--- config.mk ---
export PLATFORM = sky130hd
export DESIGN_NAME = alu_arbiter
export DESIGN_NICKNAME = d
export VERILOG_FILES = /design/src/rtl/alu_arbiter.sv
export SDC_FILE = /design/constraint.sdc
export NUM_CORES = 1
export LEC_CHECK = 0
export BUFFER_PORTS_ARGS = -buffer_cell sky130_fd_sc_hd__buf_2
export CORE_ASPECT_RATIO = 1.4
export CORE_MARGIN = 2
export CORE_UTILIZATION = 30
export DETAILED_ROUTE_END_ITERATION = 6
export PLACE_DENSITY = 0.6
export SLEW_MARGIN = 30
export SYNTH_ARGS = -nofsm -noshare
export SYNTH_HDL_FRONTEND = slang
export SYNTH_SLANG_ARGS = --single-unit
--- constraint.sdc ---
create_clock -name clk -period 2.6 [get_ports clk]
set_clock_uncertainty 0.05 [all_clocks]
set_input_delay 0.13 -clock clk [delete_from_list [all_inputs] [get_ports clk]]
set_output_delay 0.13 -clock clk [all_outputs]
set_load 0.02 [all_outputs]
--- src/rtl/alu_arbiter.sv ---
// alu_arbiter: shares one external W-bit ALU (add/sub/and/orr) among NREQ
// requesters. Round-robin grant, one operation in flight, operands and result
// registered. Each op takes IDLE (accept) -> EXEC (ALU evaluates) -> RESP (hold
// result until the owner takes it), so at least 3 cycles per op.
//
// Ports:
//   clk, reset            clock (rising edge), synchronous active-high reset
//   req_valid/req_ready   per-requester request handshake (ready is combinational)
//   req_a/req_b/req_ctrl  packed per-requester operands; slice i = requester i
//   resp_valid/resp_ready per-requester response handshake
//   resp_out              shared result, qualified by resp_valid
//   alu_a/alu_b/alu_ctrl  to the ALU, driven only from registers
//   alu_out               from the ALU (combinational)
//   busy                  high whenever the FSM is not IDLE
//
// Optional statistics: define ALU_ARB_STATS_EN to add grant_cnt (16-bit
// saturating accept counter per requester) and stall_cnt (16-bit saturating
// count of cycles where someone is waiting and nobody is granted).

module alu_arbiter #(
    parameter int NREQ = 2,
    parameter int W    = 32
) (
    input  logic                 clk,
    input  logic                 reset,
    input  logic [NREQ-1:0]      req_valid,
    output logic [NREQ-1:0]      req_ready,
    input  logic [NREQ*W-1:0]    req_a,
    input  logic [NREQ*W-1:0]    req_b,
    input  logic [NREQ*2-1:0]    req_ctrl,
    output logic [NREQ-1:0]      resp_valid,
    input  logic [NREQ-1:0]      resp_ready,
    output logic [W-1:0]         resp_out,
    output logic [W-1:0]         alu_a,
    output logic [W-1:0]         alu_b,
    output logic [1:0]           alu_ctrl,
    input  logic [W-1:0]         alu_out,
`ifdef ALU_ARB_STATS_EN
    output logic [NREQ*16-1:0]   grant_cnt,
    output logic [15:0]          stall_cnt,
`endif
    output logic                 busy
);

    localparam int PW = (NREQ > 1) ? $clog2(NREQ) : 1;

    typedef enum logic [1:0] {IDLE, EXEC, RESP} state_t;

    state_t          r_state;
    logic [PW-1:0]   r_ptr;
    logic [PW-1:0]   r_owner;
    logic [W-1:0]    r_op_a;
    logic [W-1:0]    r_op_b;
    logic [1:0]      r_op_ctrl;
    logic [W-1:0]    r_result;

    logic            w_gnt_vld;
    logic [PW-1:0]   w_gnt_idx;
    logic            w_accept;
    logic            w_resp_hs;

    // Round-robin search starting at r_ptr. Walking the offsets from the far
    // end toward zero lets the nearest valid requester overwrite later ones.
    always_comb begin
        w_gnt_vld = 1'b0;
        w_gnt_idx = '0;
        for (int k = NREQ - 1; k >= 0; k--) begin
            int j;
            j = int'(r_ptr) + k;
            if (j >= NREQ) j = j - NREQ;
            if (req_valid[j]) begin
                w_gnt_vld = 1'b1;
                w_gnt_idx = PW'(j);
            end
        end
    end

    assign w_accept  = (r_state == IDLE) && w_gnt_vld;
    assign w_resp_hs = (r_state == RESP) && resp_ready[r_owner];

    always_comb begin
        req_ready = '0;
        if (w_accept) req_ready[w_gnt_idx] = 1'b1;
    end

    always_comb begin
        resp_valid = '0;
        if (r_state == RESP) resp_valid[r_owner] = 1'b1;
    end

    // ALU inputs come straight from the operand registers so unselected
    // requesters can never disturb them.
    assign alu_a    = r_op_a;
    assign alu_b    = r_op_b;
    assign alu_ctrl = r_op_ctrl;
    assign resp_out = r_result;
    assign busy     = (r_state != IDLE);

    always_ff @(posedge clk) begin
        if (reset) begin
            r_state   <= IDLE;
            r_ptr     <= '0;
            r_owner   <= '0;
            r_op_a    <= '0;
            r_op_b    <= '0;
            r_op_ctrl <= 2'b00;
            r_result  <= '0;
        end else begin
            case (r_state)
                IDLE: begin
                    if (w_accept) begin
                        r_op_a    <= req_a[int'(w_gnt_idx)*W +: W];
                        r_op_b    <= req_b[int'(w_gnt_idx)*W +: W];
                        r_op_ctrl <= req_ctrl[int'(w_gnt_idx)*2 +: 2];
                        r_owner   <= w_gnt_idx;
                        r_state   <= EXEC;
                    end
                end
                EXEC: begin
                    r_result <= alu_out;
                    r_state  <= RESP;
                end
                RESP: begin
                    if (w_resp_hs) begin
                        r_ptr   <= (r_owner == PW'(NREQ - 1)) ? '0 : r_owner + PW'(1);
                        r_state <= IDLE;
                    end
                end
                default: r_state <= IDLE;
            endcase
        end
    end

`ifdef ALU_ARB_STATS_EN
    logic w_stall;
    assign w_stall = (|req_valid) && !(|req_ready);

    always_ff @(posedge clk) begin
        if (reset) begin
            grant_cnt <= '0;
            stall_cnt <= '0;
        end else begin
            if (w_accept && grant_cnt[int'(w_gnt_idx)*16 +: 16] != 16'hFFFF)
                grant_cnt[int'(w_gnt_idx)*16 +: 16] <= grant_cnt[int'(w_gnt_idx)*16 +: 16] + 16'd1;
            if (w_stall && stall_cnt != 16'hFFFF)
                stall_cnt <= stall_cnt + 16'd1;
        end
    end
`endif

endmodule
==> results.cfg <==
[setup_path]
end_kind = output port
worst-path-max-fanout = 42
critPathRequiredTime_ns = 2.42
worst_setup_path_start_kind = flop
reg2reg_setup_slack_ns = 0.93
worstPathArrival_ns = 1.79
path_class = flop to output port

[final_layout]
final_cells = 1040
nFillCells = 1429
fin_nets = 1012
drive_above_1_share = 0.3672
area_delta_synth_final_pct = 51.92

[routing]
wirelength_um = 17150
dr.pass1.iters = 5
drcViolationCount = 0
drt_iter0_markers = 408
vias = 5445
antenna_left = 0
wl_per_cell_um = 16.49
viasPerCell = 5.236

[flow_run]
maxCapViolations = 0

[placement]
place_ws_ns = 0.8978
place_inst = 963
place.gp.congestion = 0.7877
dpl.hpwl_um = 11160
io_buffers = 272

[grt]
grt_usage = 0.2087
grt_pass1_vias = 5231
overflow = 0
grt_pass1_wl_um = 26670
antenna_found_initial = 5
grt_max_degree = 57

[floorplan]
die_w_um = 106.7
coreArea_mm2 = 0.01444
initial_core_util = 0.3065
rows = 52
die_h_um = 147.7
boundaryPins = 273
die-area_mm2 = 0.01576

[pwr]
power_leakage_nw = 2.939
total_power_mw = 4.218
powerDensity_mw_per_mm2 = 627.2
irDropWorstVdd_mv = 0.4542

[logic_synthesis]
synthArstFlopShare = 0
avgSynthCellArea_um2 = 7.976
netlist_top_cells_area = dfxtp_1 (46%), a31oi_1 (9.3%), nand4_1 (9.3%)
synth-seq-cells = 102
synth_nets = 725
synth-edff-count = 0
synthMuxAreaShare = 0.002261
synth.most_common_cell = dfxtp_1
yosys_warnings = 0
synthSimpleGateAreaFrac = 0.2439
yosysTopAreaCellShare = 0.4613
yosys.area.top_type = dfxtp_1
yosys-top-cells-count = dfxtp_1 (102), nand3_1 (67), a31oi_1 (66), nand4_1 (66), nand2_1 (65)
synthCells = 555
synth_area_mm2 = 0.004427
synth_fa_ha_area_frac = 0
synth_xor_area_frac = 0
ys.flop_type = dfxtp_1
synth_top_family_by_area = simple AND/OR/NAND/NOR gates
seq_area_frac_synth = 0.4613
yosysUniqueCellTypes = 27
synth_compound_area_frac = 0.2148

[clock_network]
cts_resized = 0
cts.clk_slew.worst_paths_ns = 0.08
htreeDepth = 3
cts_tree = built
numCtsBuffers = 9
max-clock-path-buffers = 2
clock_latency_ns = 0.34
clock-root-buffer = clkbuf_16
clkSinkCount = 102

[timing]
worstMarginPinSlew_ns = 0.6259
slew_violations = 0
setup_violations = 0
hold_viol = 0
setup_ws_ns = 0.6301
fmax_ghz = 0.5076
finalCritPeriodShare = 0.7577
fin_crit_ns = 1.970
relSlewSlack = 0.5818
rsz0062_at_grt = no
tns_ns = 0

[hold_path]
hold_path_class = primary input to flop

[outcome]
status = finished, final reports clean
[where the power goes]
part           total (mW)  internal [mW]  switching (mW)
Combinational        1.12          0.419           0.700
Sequential           1.78           1.70          0.0750
Clock                1.32          0.672           0.650
Total                4.22           2.79            1.43
[metrics by stage]
| stage | area (um^2) | hold slack (ns) | utilization |
|---|---|---|---|
| after floorplan | 4427 | 0.2160 | - |
| final | 6725 | 0.01402 | 0.4656 |
| after CTS | 6715 | 0.0007459 | 0.4649 |
| after global routing | 6720 | 0.005096 | 0.4653 |
| after detailed placement | 5853 | 0.3290 | 0.4052 |
| after global placement | 5853 | 0.3270 | 0.4052 |
[flip-flops by register name, summed over array words and instances (netlist names)]
register	flops
alu_a	32
alu_b	32
alu_ctrl	2
r_owner	1
r_ptr	1
r_state	2
resp_out	32
[worst paths after layout]
| path | start | end | depth (start not counted) |
|---|---|---|---|
| setup reg to reg | r_ptr | alu_a[12] | 4 |
| hold reg to reg | resp_out[29] | resp_out[29] | 2 |
| hold / removal | req_a[0] | alu_a[0] | 3 |
| setup / recovery | r_state[1] | req_ready[1] | 5 |
[placed cells by master (no fill, tap or decap), types with 3 or more instances in the layout]
cell type	instances
clkbuf_16	9
a21oi_1	35
dfxtp_1	102
dlygate4sd3_1	57
diode_2	4
nand3_1	67
buf_4	16
o21ai_0	3
o21ai_1	64
nand2_1	65
nand4_1	66
buf_2	271
a31oi_1	66
[final cells by class]
| class | instances | area, um^2 | area share |
|---|---|---|---|
| flip-flops and latches | 102 | 2042 | 0.3036 |
| inverters | 2 | 7.507 | 0.001116 |
| repair buffers | 346 | 2087 | 0.3103 |
| clock buffers | 9 | 225.2 | 0.03349 |
| clock inverters | 7 | 66.31 | 0.009860 |
| well taps | 189 | 236.5 | 0.03516 |
| diodes | 4 | 10.01 | 0.001488 |
| multi-input cells | 381 | 2051 | 0.3049 |
[repair_timing]
item                      CTS  global route
buffers inserted            0             0
hold buffers               57             0
hold endpoints to repair   57             0
[routing by layer]
metal,up-vias,routed length (um),global-route usage
met5,-,13,0
met4,2,487,0.07987
met3,38,1313,0.04982
met2,274,8216,0.3500
met1,2495,7115,0.2576
li1,2636,-,-
[critical path, cell delays in order, from the launching register on]
cell and delay [ns]:
dfxtp_1 0.43, nor2_4 0.18, buf_4 0.43, nand3_1 0.17, inv_1 0.08, buf_2 0.16
[logic make-up after synthesis]
kind of cell           Yosys count
AO/OA/AOI/OAI                  170
AND/OR/NAND/NOR                210
flip-flops                     102
buffers and inverters           72
multiplexers                     1
(Power assumes the default switching activity.)
